### src/rtl/gbufce_seq_ctrl.sv
// Clock-enable sequencer for a bank of gated global clock buffers.
// Wakes domains on request, sleeps them after an idle period, and spaces CE edges by WAKE_GAP.
module gbufce_seq_ctrl #(
  parameter int   NUM_DOM       = 4,
  parameter int   IDLE_CYCLES   = 16,
  parameter int   SETTLE_CYCLES = 2,
  parameter int   WAKE_GAP      = 2,
  parameter logic CE_POLARITY   = 1'b1
) (
  input  logic               clk_i,
  input  logic               rst_n_i,
  input  logic [NUM_DOM-1:0] req_i,
  input  logic [NUM_DOM-1:0] act_i,
  output logic [NUM_DOM-1:0] ce_o,
  output logic [NUM_DOM-1:0] gnt_o,
  output logic               busy_o
);

  localparam int IW = $clog2(IDLE_CYCLES + 1);
  localparam int SW = (SETTLE_CYCLES > 1) ? $clog2(SETTLE_CYCLES) : 1;
  localparam int GW = (WAKE_GAP > 1) ? $clog2(WAKE_GAP) : 1;
  localparam int PW = (NUM_DOM > 1) ? $clog2(NUM_DOM) : 1;

  localparam logic [IW-1:0] IDLE_MAX  = IW'(IDLE_CYCLES);
  localparam logic [SW-1:0] SETTLE_LD = SW'(SETTLE_CYCLES - 1);
  localparam logic [GW-1:0] GAP_LD    = GW'(WAKE_GAP - 1);

  localparam logic [1:0] ST_OFF    = 2'd0;
  localparam logic [1:0] ST_SETTLE = 2'd1;
  localparam logic [1:0] ST_ON     = 2'd2;

  logic [NUM_DOM-1:0][1:0]    state_q, state_d;
  logic [NUM_DOM-1:0][IW-1:0] idle_q, idle_d;
  logic [NUM_DOM-1:0][SW-1:0] settle_q, settle_d;
  logic [NUM_DOM-1:0]         ce_q, ce_d;
  logic [NUM_DOM-1:0]         gnt_q, gnt_d;
  logic [GW-1:0]              gap_q, gap_d;
  logic [PW-1:0]              ptr_q, ptr_d;
  logic                       busy_q, busy_d;

  logic [NUM_DOM-1:0] pend_on, pend_off;
  logic [PW:0]        on_pick, off_pick;
  logic               slot_free, grant_on, grant_off;
  logic [PW-1:0]      grant_idx;

  // Round-robin search from ptr; returns {found, index}.
  function automatic logic [PW:0] rr_pick(input logic [NUM_DOM-1:0] pend,
                                          input logic [PW-1:0] ptr);
    logic          found;
    logic [PW-1:0] idx;
    int            j;
    found = 1'b0;
    idx   = '0;
    for (int k = 0; k < NUM_DOM; k++) begin
      j = (int'(ptr) + k) % NUM_DOM;
      if (!found && pend[j]) begin
        found = 1'b1;
        idx   = PW'(j);
      end
    end
    return {found, idx};
  endfunction

  always_comb begin
    pend_on  = '0;
    pend_off = '0;
    for (int i = 0; i < NUM_DOM; i++) begin
      pend_on[i]  = (state_q[i] == ST_OFF) && req_i[i];
      pend_off[i] = (state_q[i] == ST_ON) && !req_i[i] && (idle_q[i] == IDLE_MAX);
    end
  end

  always_comb begin
    on_pick   = rr_pick(pend_on, ptr_q);
    off_pick  = rr_pick(pend_off, ptr_q);
    slot_free = (gap_q == '0);
    // Wake requests always take the slot ahead of sleep requests.
    grant_on  = slot_free && on_pick[PW];
    grant_off = slot_free && !on_pick[PW] && off_pick[PW];
    grant_idx = on_pick[PW] ? on_pick[PW-1:0] : off_pick[PW-1:0];

    gap_d = gap_q;
    ptr_d = ptr_q;
    if (grant_on || grant_off) begin
      gap_d = GAP_LD;
      ptr_d = (int'(grant_idx) == NUM_DOM - 1) ? '0 : grant_idx + PW'(1);
    end else if (gap_q != '0) begin
      gap_d = gap_q - GW'(1);
    end

    state_d  = state_q;
    idle_d   = idle_q;
    settle_d = settle_q;
    ce_d     = ce_q;
    gnt_d    = gnt_q;
    for (int i = 0; i < NUM_DOM; i++) begin
      case (state_q[i])
        ST_OFF: begin
          if (grant_on && (int'(grant_idx) == i)) begin
            state_d[i]  = ST_SETTLE;
            settle_d[i] = SETTLE_LD;
            ce_d[i]     = CE_POLARITY;
          end
        end
        ST_SETTLE: begin
          if (settle_q[i] == '0) begin
            state_d[i] = ST_ON;
            gnt_d[i]   = 1'b1;
            idle_d[i]  = '0;
          end else begin
            settle_d[i] = settle_q[i] - SW'(1);
          end
        end
        ST_ON: begin
          if (grant_off && (int'(grant_idx) == i)) begin
            state_d[i] = ST_OFF;
            ce_d[i]    = ~CE_POLARITY;
            gnt_d[i]   = 1'b0;
            idle_d[i]  = '0;
          end else if (req_i[i] || act_i[i]) begin
            idle_d[i] = '0;
          end else if (idle_q[i] != IDLE_MAX) begin
            idle_d[i] = idle_q[i] + IW'(1);
          end
        end
        default: begin
          state_d[i] = ST_OFF;
          ce_d[i]    = ~CE_POLARITY;
          gnt_d[i]   = 1'b0;
          idle_d[i]  = '0;
        end
      endcase
    end

    // BUSY is registered, so it is evaluated against the post-edge state.
    busy_d = (gap_d != '0);
    for (int i = 0; i < NUM_DOM; i++) begin
      if ((state_d[i] == ST_SETTLE) ||
          ((state_d[i] == ST_OFF) && req_i[i]) ||
          ((state_d[i] == ST_ON) && !req_i[i] && (idle_d[i] == IDLE_MAX)))
        busy_d = 1'b1;
    end
  end

  always_ff @(posedge clk_i or negedge rst_n_i) begin
    if (!rst_n_i) begin
      state_q  <= '0;
      idle_q   <= '0;
      settle_q <= '0;
      ce_q     <= {NUM_DOM{~CE_POLARITY}};
      gnt_q    <= '0;
      gap_q    <= '0;
      ptr_q    <= '0;
      busy_q   <= 1'b0;
    end else begin
      state_q  <= state_d;
      idle_q   <= idle_d;
      settle_q <= settle_d;
      ce_q     <= ce_d;
      gnt_q    <= gnt_d;
      gap_q    <= gap_d;
      ptr_q    <= ptr_d;
      busy_q   <= busy_d;
    end
  end

  assign ce_o   = ce_q;
  assign gnt_o  = gnt_q;
  assign busy_o = busy_q;

endmodule

### config.mk
export PLATFORM = sky130hd
export DESIGN_NAME = gbufce_seq_ctrl
export DESIGN_NICKNAME = d
export VERILOG_FILES = /design/src/rtl/gbufce_seq_ctrl.sv
export SDC_FILE = /design/constraint.sdc
export NUM_CORES = 1
export LEC_CHECK = 0
export ABC_CLOCK_PERIOD_IN_PS = 4700
export CAP_MARGIN = 10
export CORE_AREA = 2 2 94 142
export DETAILED_ROUTE_END_ITERATION = 7
export DIE_AREA = 0 0 96 144
export PLACE_DENSITY = 0.48
export SLEW_MARGIN = 20
export SYNTH_ARGS = -nofsm -noshare
export SYNTH_HDL_FRONTEND = slang
export SYNTH_SLANG_ARGS = --single-unit
### constraint.sdc
create_clock -name clk_i -period 4.7 [get_ports clk_i]
set_clock_uncertainty 0.15 [all_clocks]
set_input_delay 0.94 -clock clk_i [delete_from_list [all_inputs] [get_ports clk_i]]
set_output_delay 0.94 -clock clk_i [all_outputs]
set_load 0.005 [all_outputs]
# Yosys cells after proc, flatten, opt, wreduce, memory -nomap -nowiden
# Index checks and enable logic that the tools add are counted.
# totals
ff_bits	44
output_inout_bits	9
wordCells	298
# classes
add_sub_neg	13
n_lt_le_gt_ge	4
eq_ne	43
n_mux	110
bitwise_logic	12
reduce_logical	93
# ops
operator	n
$mux 5	16
$pmux 5 s3	4
$mux 1	44
$mux 2	22
$logic_and 1x1->1	41
$eq 5x5->1 const B	8
$pmux 1 s3	8
$pmux 2 s3	4
$reduce_and 3->1	8
$add 5x1->5 const B	4
$eq 2x2->1 const B	10
$ne 5x5->1 const B	4
$eq 2x1->1 const B	9
$logic_not 2->1	9
$bmux 1 s2	8
$ne 2x1->1 const B	8
$logic_or 1x1->1	13
$lt 3x4->1 const B	3
$logic_not 1->1	11
$not 1->1	9
$ne 2x2->1 const B	4
$pmux 1 s2	4
$reduce_and 2->1	4
$reduce_bool 2->1	4
6 further kinds	16

# Longest topological paths before layout
# Gate-level depths: netlist of the first run.
# depth
depth_word	28
mapped_depth	18
ltp_nobuf	16

# Worst setup path before layout of the first run
# OpenSTA, ideal clock, no wires.
# synth_timing
path_kind	input port to flip-flop
startpoint	input port req_i[3]
endpoint	register busy_q, in the netlist busy_o
t_arrival_ps	3923
required_time_ps	4479
slack_ps	556
cell_stages	13
path_cell_list	nand2b_1 > or3_1 > buf_6 > or4_1 > a21boi_0 > o32a_1 > ha_1 > nand2b_1 > a311oi_4 > nor2b_2 > a221o_1 > or4_1 > nand4_1
# synth_lines
item	line_no	rtl
start: declaration	12	input logic [NUM_DOM-1:0] req_i,
end signal: assignment	163	busy_q <= busy_d;
end: declaration	39	logic busy_q, busy_d;

==> results of run 1 <==
==> flip-flops by register name, summed over array words and instances (netlist names) <==
name and flops:
ce_o 4, state_q 8, settle_q 4, ptr_q 2, gnt_o 4, gap_q 1, idle_q 20, busy_o 1
==> where the power goes <==
| group | internal, W | switching (W) | total, W |
|---|---|---|---|
| clock | 0.000250 | 0.000155 | 0.000405 |
| combinational | 0.000387 | 0.000440 | 0.000827 |
| sequential | 0.000484 | 0.000170 | 0.000654 |
| total | 0.00112 | 0.000764 | 0.00189 |
==> Yosys cell counts, drive strengths merged (3+ instances only) <==
| library cell | instances | share of area [%] |
|---|---|---|
| dfrtp | 44 | 37 |
| nor2 | 35 | 4.4 |
| nand2 | 27 | 3.4 |
| o21ai | 25 | 4.2 |
| a21oi | 18 | 3.0 |
| inv | 17 | 2.2 |
| nand3 | 16 | 2.7 |
| nor3 | 16 | 2.7 |
| ha | 12 | 5.1 |
| buf | 8 | 1.7 |
| nand2b | 7 | 1.5 |
| nor2b | 7 | 1.6 |
| nor3b | 7 | 1.9 |
| clkbuf | 6 | 0.76 |
| or4 | 5 | 1.4 |
| a32o | 4 | 1.4 |
| nand4 | 4 | 0.85 |
| nand4bb | 4 | 2.1 |
| o31ai | 4 | 1.0 |
| a221o | 3 | 1.0 |
| a311oi | 3 | 1.7 |
| and2 | 3 | 0.63 |
| nor4 | 3 | 0.85 |
| nor4b | 3 | 0.89 |
| o21a | 3 | 0.76 |
| o221ai | 3 | 0.89 |
| o32ai | 3 | 0.89 |
| xnor2 | 3 | 0.89 |
| xor2 | 3 | 0.89 |
==> kinds of logic after synthesis <==
| family | count (synthesis) | share of synthesized area (%) |
|---|---|---|
| compound gates | 94 | 22.7 |
| fa+ha+maj | 12 | 5.07 |
| mux | 4 | 1.44 |
| xor+xnor | 6 | 1.78 |
| flops | 44 | 37.2 |
| simple gates | 145 | 27.2 |
| buf+inv | 31 | 4.65 |
==> metal layers <==
metal	wire (um)	vias up	global-route usage [%]
li1	-	1344	-
met1	3360	1360	14.0
met2	4450	35	23.6
met3	231	8	1.93
met4	142	0	4.36
met5	0	-	0
==> metrics by stage <==
step / utilization [%] / TNS (ns) / setup WS (ns) / cells / area (sq um)
6_report: 29.1 / 0 / 0.243 / 540 / 3690
3_5_place_dp: 27.6 / -0.0850 / -0.0850 / 532 / 3510
4_1_cts: 28.9 / 0 / 0.200 / 540 / 3670
3_3_place_gp: 27.6 / -0.0447 / -0.0447 / 532 / 3510
5_1_grt: 29.1 / 0 / 0.0133 / 540 / 3690
2_1_floorplan: - / 0 / 0.556 / 336 / 2960
==> layout make-up <==
cell class | count | area, sq um
multi-input combinational | 261 | 1740
clock buffer | 6 | 129
inverter | 17 | 63.8
fill | 1314 | 9010
tap | 159 | 199
timing repair buffer | 51 | 425
sequential | 44 | 1100
clock inverter | 2 | 35.0
==> what timing repair did <==
action,CTS,global route
endpoints found under the setup margin,0,1
setup buffers,0,0
resized for setup,0,2
==> how the worst max path moves through the flow <==
stage,end,cells after the start,from
floorplan,busy_o$_DFF_PN0_,13,req_i[3]
global placement,busy_o$_DFF_PN0_,15,req_i[0]
detailed placement,busy_o$_DFF_PN0_,15,req_i[0]
CTS,busy_o$_DFF_PN0_,15,req_i[0]
global route,busy_o$_DFF_PN0_,15,req_i[0]
finish,busy_o$_DFF_PN0_,15,req_i[0]
==> tightest hold or removal path: cells and delay by family (launching register included) <==
family | cells | cell delay [ns]
and+or+nand+nor | 2 | 0.11
DFF | 1 | 0.37
==> results_dict.tcl, run 1 <==
set metrics [dict create \
    status "finished clean" \
    r2r_start "idle_q[5]$_DFF_PN0_" \
    timing.hold.ws_ns 0.357 \
    clkSlewWorstSetupHoldPaths_ns 0.06 \
    hold_viol 0 \
    path_buf_inv 2 \
    regToRegSetupSlack_ns 0.51 \
    max_freq_ghz 0.224 \
    io_pins 19 \
    cp_top_family "simple AND/OR/NAND/NOR gates" \
    startpoint_type "input port" \
    grt_max_degree 45 \
    holdPathEnd "ce_o[1]$_DFFE_PN0P_" \
    holdPathStages 2 \
    cpMaxStageDelayCell "or4_1" \
    ant_nets 0 \
    maxCapViolations 0 \
    critical_path_class "input port to flop" \
    cts.sinks 44 \
    htreeDepth 2 \
    final_common_cell "dfrtp_1" \
    fp.coreArea_sq_mm 0.0127 \
    hold_class "flop to flop" \
    synthCells 336 \
    ys_seq_area_share_pct 37.2 \
    cp_max_fo 5 \
    port_buffers 18 \
    rows 51 \
    cts_root_buf "clkbuf_16" \
    max_slew_margin_pct 56.9 \
    worstPathRequired_ns 4.77 \
    synth_async_sr_flop_share_pct 100 \
    synth_flop_cell "dfrtp_1" \
    area_growth_pct 24.6 \
    yosysWarnings 0 \
    cts_buffer_depth 2 \
    diodes 0 \
    crit_top_cell "nor2_1" \
    start_util_pct 23.3 \
    drc 0 \
    worst_setup_path_end_kind "flop" \
    power.density_mw_per_mm2 511 \
    leakagePower_nw 1.51 \
    synth.cell_area_sq_mm 0.00296 \
    finalMaxSlewViolations 0 \
    synthDistinctLibCells 66 \
    die_h_um 144 \
    wl_per_cell_um 15.1 \
    avgViaCountPerCell 5.09 \
    reg2reg_to "busy_o$_DFF_PN0_" \
    routed_wl_um 8180 \
    drtIter0Drc 110 \
    ys_seq_elements 44 \
    peakVddDrop_mv 0.189 \
    cts_hold_buf 0 \
    grt_pass1_wl_um 13600 \
    grt_overflow 0 \
    via_count 2747 \
    hold_start "ce_o[1]$_DFFE_PN0P_" \
    cpPeakStageDelay_ns 0.58 \
    antenna_found_initial 0 \
    rsz0062_at_grt "false" \
    worstMarginPinSlew_ns 0.645 \
    p_total_w 0.00189 \
    grt_pass1_vias 2779 \
    cp_cell_sequence "clkdlybuf4s50_1 > nor3b_1 > nand2_1 > a21oi_1 > nor2_1 > o22a_1 > o32a_1 > inv_1 > ha_1 > nand2b_1 > a311oi_4 > nor2_1 > a22o_1 > or4_1 > nand4_1" \
    arrival_ns 4.53 \
    dieArea_sq_mm 0.0138 \
    post-route-period-util_pct 94.8 \
    dieWidth_um 96 \
    cts_buffers 5 \
    drive_gt1_share_pct 14.4 \
    finalCriticalPeriod_ns 4.46 \
    final_nets 402 \
    syn-num-nets 358 \
    drt_pass1_iterations 4 \
    syn_avg_cell_area_sq_um 8.81 \
    most-common-layout-cells "44 x dfrtp_1, 35 x nor2_1, 34 x buf_4" \
    setup-violations-final 0 \
    grt_usage_pct 12.6 \
    synth_edf_count 0 \
    clkLatencyLatePin_ns 0.29 \
    place_hpwl_um 6220 \
    place_congestion 0.781 \
    cts_tree "done" \
    r2r_cells 17 \
]
No activity file was read; power rests on OpenSTA's default activity.
==> inputs of run 2 (changes only) <==
--- a/config.mk
+++ b/config.mk
@@ -5,12 +5,12 @@
 export SDC_FILE = /design/constraint.sdc
 export NUM_CORES = 1
 export LEC_CHECK = 0
-export ABC_CLOCK_PERIOD_IN_PS = 4700
+export ABC_CLOCK_PERIOD_IN_PS = 4000
 export CAP_MARGIN = 10
 export CORE_AREA = 2 2 94 142
 export DETAILED_ROUTE_END_ITERATION = 7
 export DIE_AREA = 0 0 96 144
-export PLACE_DENSITY = 0.48
+export PLACE_DENSITY = 0.49
 export SLEW_MARGIN = 20
 export SYNTH_ARGS = -nofsm -noshare
 export SYNTH_HDL_FRONTEND = slang
==> constraint.sdc (replaced) <==
create_clock -name clk_i -period 4 [get_ports clk_i]
set_clock_uncertainty 0.15 [all_clocks]
set_input_delay 0.8 -clock clk_i [delete_from_list [all_inputs] [get_ports clk_i]]
set_output_delay 0.8 -clock clk_i [all_outputs]
set_load 0.005 [all_outputs]
==> run 2 against run 1 <==
Flip-flop and latch count stayed put. Global-route usage rose by 0.76 points. Sequential share of layout area shrank 3.0 points. Clock power grew 4%. Core utilization grew 3.3 points. First-iteration DRC count up 18%. Combinational power is 57% higher. Routed wire length rose by 5.7%. Count of clock-buffer cells in the layout unchanged. Critical path depth is 2 lower. Cell count rose by 8.0%.
==> results_dict.tcl, run 2 (synthesis gave the netlist of run 1 again) <==
set metrics [dict create \
    drive_gt1_share_pct 27.8 \
    most-common-layout-cells "76 x buf_4, 44 x dfrtp_1, 34 x nor2_1" \
    dieWidth_um 96 \
    timing.hold.ws_ns 0.359 \
    startpoint_type "input port" \
    place_hpwl_um 6650 \
    cp_top_family "simple AND/OR/NAND/NOR gates" \
    finalMaxSlewViolations 0 \
    reg2reg_to "busy_o$_DFF_PN0_" \
    fillers 1309 \
    max_freq_ghz 0.258 \
    htreeDepth 2 \
    clkSlewWorstSetupHoldPaths_ns 0.06 \
    cp_max_fo 4 \
    drtIter0Drc 130 \
    regToRegSetupSlack_ns 0.21 \
    ant_nets 0 \
    power.density_mw_per_mm2 590 \
    drc 0 \
    finalCriticalPeriod_ns 3.88 \
    die_h_um 144 \
    hold_class "input port to async pin" \
    path_buf_inv 3 \
    antenna_found_initial 0 \
    worst_setup_path_end_kind "flop" \
    r2r_cells 14 \
    wl_per_cell_um 14.8 \
    max_slew_margin_pct 60.7 \
    grt_overflow 0 \
    largest_reg_flops 20 \
    r2r_start "idle_q[16]$_DFF_PN0_" \
    cpPeakStageDelay_ns 0.54 \
    leakagePower_nw 1.76 \
    cts.sinks 44 \
    via_count 2912 \
    maxCapViolations 0 \
    worstMarginPinSlew_ns 0.590 \
    place_congestion 0.853 \
    status "finished clean" \
    fin_util_pct 32.3 \
    fin_tns_setup_ns 0 \
    cpMaxStageDelayCell "or4_4" \
    clkLatencyLatePin_ns 0.29 \
    dieArea_sq_mm 0.0138 \
    fp.coreArea_sq_mm 0.0127 \
    hold_viol 0 \
    cts_tree "done" \
    critical_path_class "input port to flop" \
    start_util_pct 23.3 \
    worstPathRequired_ns 4.07 \
    post-route-period-util_pct 97.0 \
    top_regs "idle_q: 20 flops, state_q: 8 flops" \
    drt_pass1_iterations 4 \
    grt_max_degree 45 \
    setup_ws_ns 0.119 \
    crit_top_cell "or4_4" \
    cp_cell_sequence "dlygate4sd2_1 > buf_4 > nor3b_2 > or4_4 > o32a_1 > inv_2 > ha_4 > nand2b_4 > a311oi_4 > o31ai_1 > a21o_1 > or4_4 > nand4_1" \
    cts_buffers 5 \
    grt_pass1_vias 2928 \
    routed_wl_um 8640 \
    final_common_cell "buf_4" \
    rows 51 \
    arrival_ns 3.95 \
    top_register "idle_q" \
    cts_root_buf "clkbuf_16" \
    dp_slack_ns -0.651 \
    peakVddDrop_mv 0.192 \
    grt_pass1_wl_um 14400 \
    setup-violations-final 0 \
    io_pins 19 \
    port_buffers 18 \
    area_growth_pct 38.6 \
    cts_buffer_depth 2 \
    final_nets 445 \
    cts_hold_buf 0 \
    grt_usage_pct 13.3 \
    diodes 0 \
    avgViaCountPerCell 4.99 \
]
-- run 2: cell count changes in the layout (fill, tap and decap cells not counted), sizes merged --
cell	before	now
buf	34	77
bufinv	1	0
clkbuf	6	7
clkdlybuf4s15	0	1
clkdlybuf4s50	17	13
clkinv	1	2
dlygate4sd2	0	2
-- run 2: metrics by stage --
stage,power (W),cells,instance area [sq um]
floorplan,0.00133,336,2960
global placement,0.00187,567,3770
detailed placement,0.00189,567,3770
CTS,0.00239,578,4010
global route,0.00260,583,4100
finish,0.00242,583,4100
-- run 2: worst max path at each step --
stage / startpoint / end / cells past startpoint
after floorplan: req_i[3] / busy_o$_DFF_PN0_ / 13
after global placement: req_i[1] / busy_o$_DFF_PN0_ / 15
after detailed placement: req_i[1] / busy_o$_DFF_PN0_ / 15
after CTS: req_i[3] / busy_o$_DFF_PN0_ / 13
after global routing: req_i[3] / busy_o$_DFF_PN0_ / 15
final: req_i[3] / busy_o$_DFF_PN0_ / 13
-- run 2: repair_timing --
| item | 4_1_cts | 5_1_grt |
|---|---|---|
| setup buffers | 3 | 5 |
| resized for setup | 18 | 15 |
| setup endpoints to repair | 5 | 2 |
| pin swaps | 12 | 10 |
-- run 2: area by class of cell --
type / count / area, sq um / share of cell area (%)
timing repair buffer: 94 / 744 / 18.1
tap: 159 / 199 / 4.85
sequential: 44 / 1100 / 26.8
clock buffer: 6 / 139 / 3.38
clock inverter: 2 / 10.0 / 0.244
inverter: 17 / 63.8 / 1.55
multi-input combinational: 261 / 1850 / 45.0
-- run 2: worst reg2reg max path: cells and delay by family (launching register included) --
family                   cells  cell delay (ns)
buffers and inverters        1             0.06
flip-flops                   1             0.40
AND/OR/NAND/NOR              7             1.75
adder cells (fa/ha/maj)      2             0.35
AO/OA/AOI/OAI                4             1.02
-- run 2: power breakdown --
group | internal (W) | switching, W | total, W
sequential | 0.000569 | 0.000126 | 0.000695
combinational | 0.000633 | 0.000671 | 0.00130
clock | 0.000246 | 0.000174 | 0.000421
total | 0.00145 | 0.000971 | 0.00242
-- run 2: layer usage --
metal  routed length [um]  vias up  GRT usage [%]
met5                    0        -              0
met4                  235        0           4.81
met3                  228       18           2.19
met2                 4640       38           24.8
met1                 3540     1425           14.9
li1                     -     1431              -
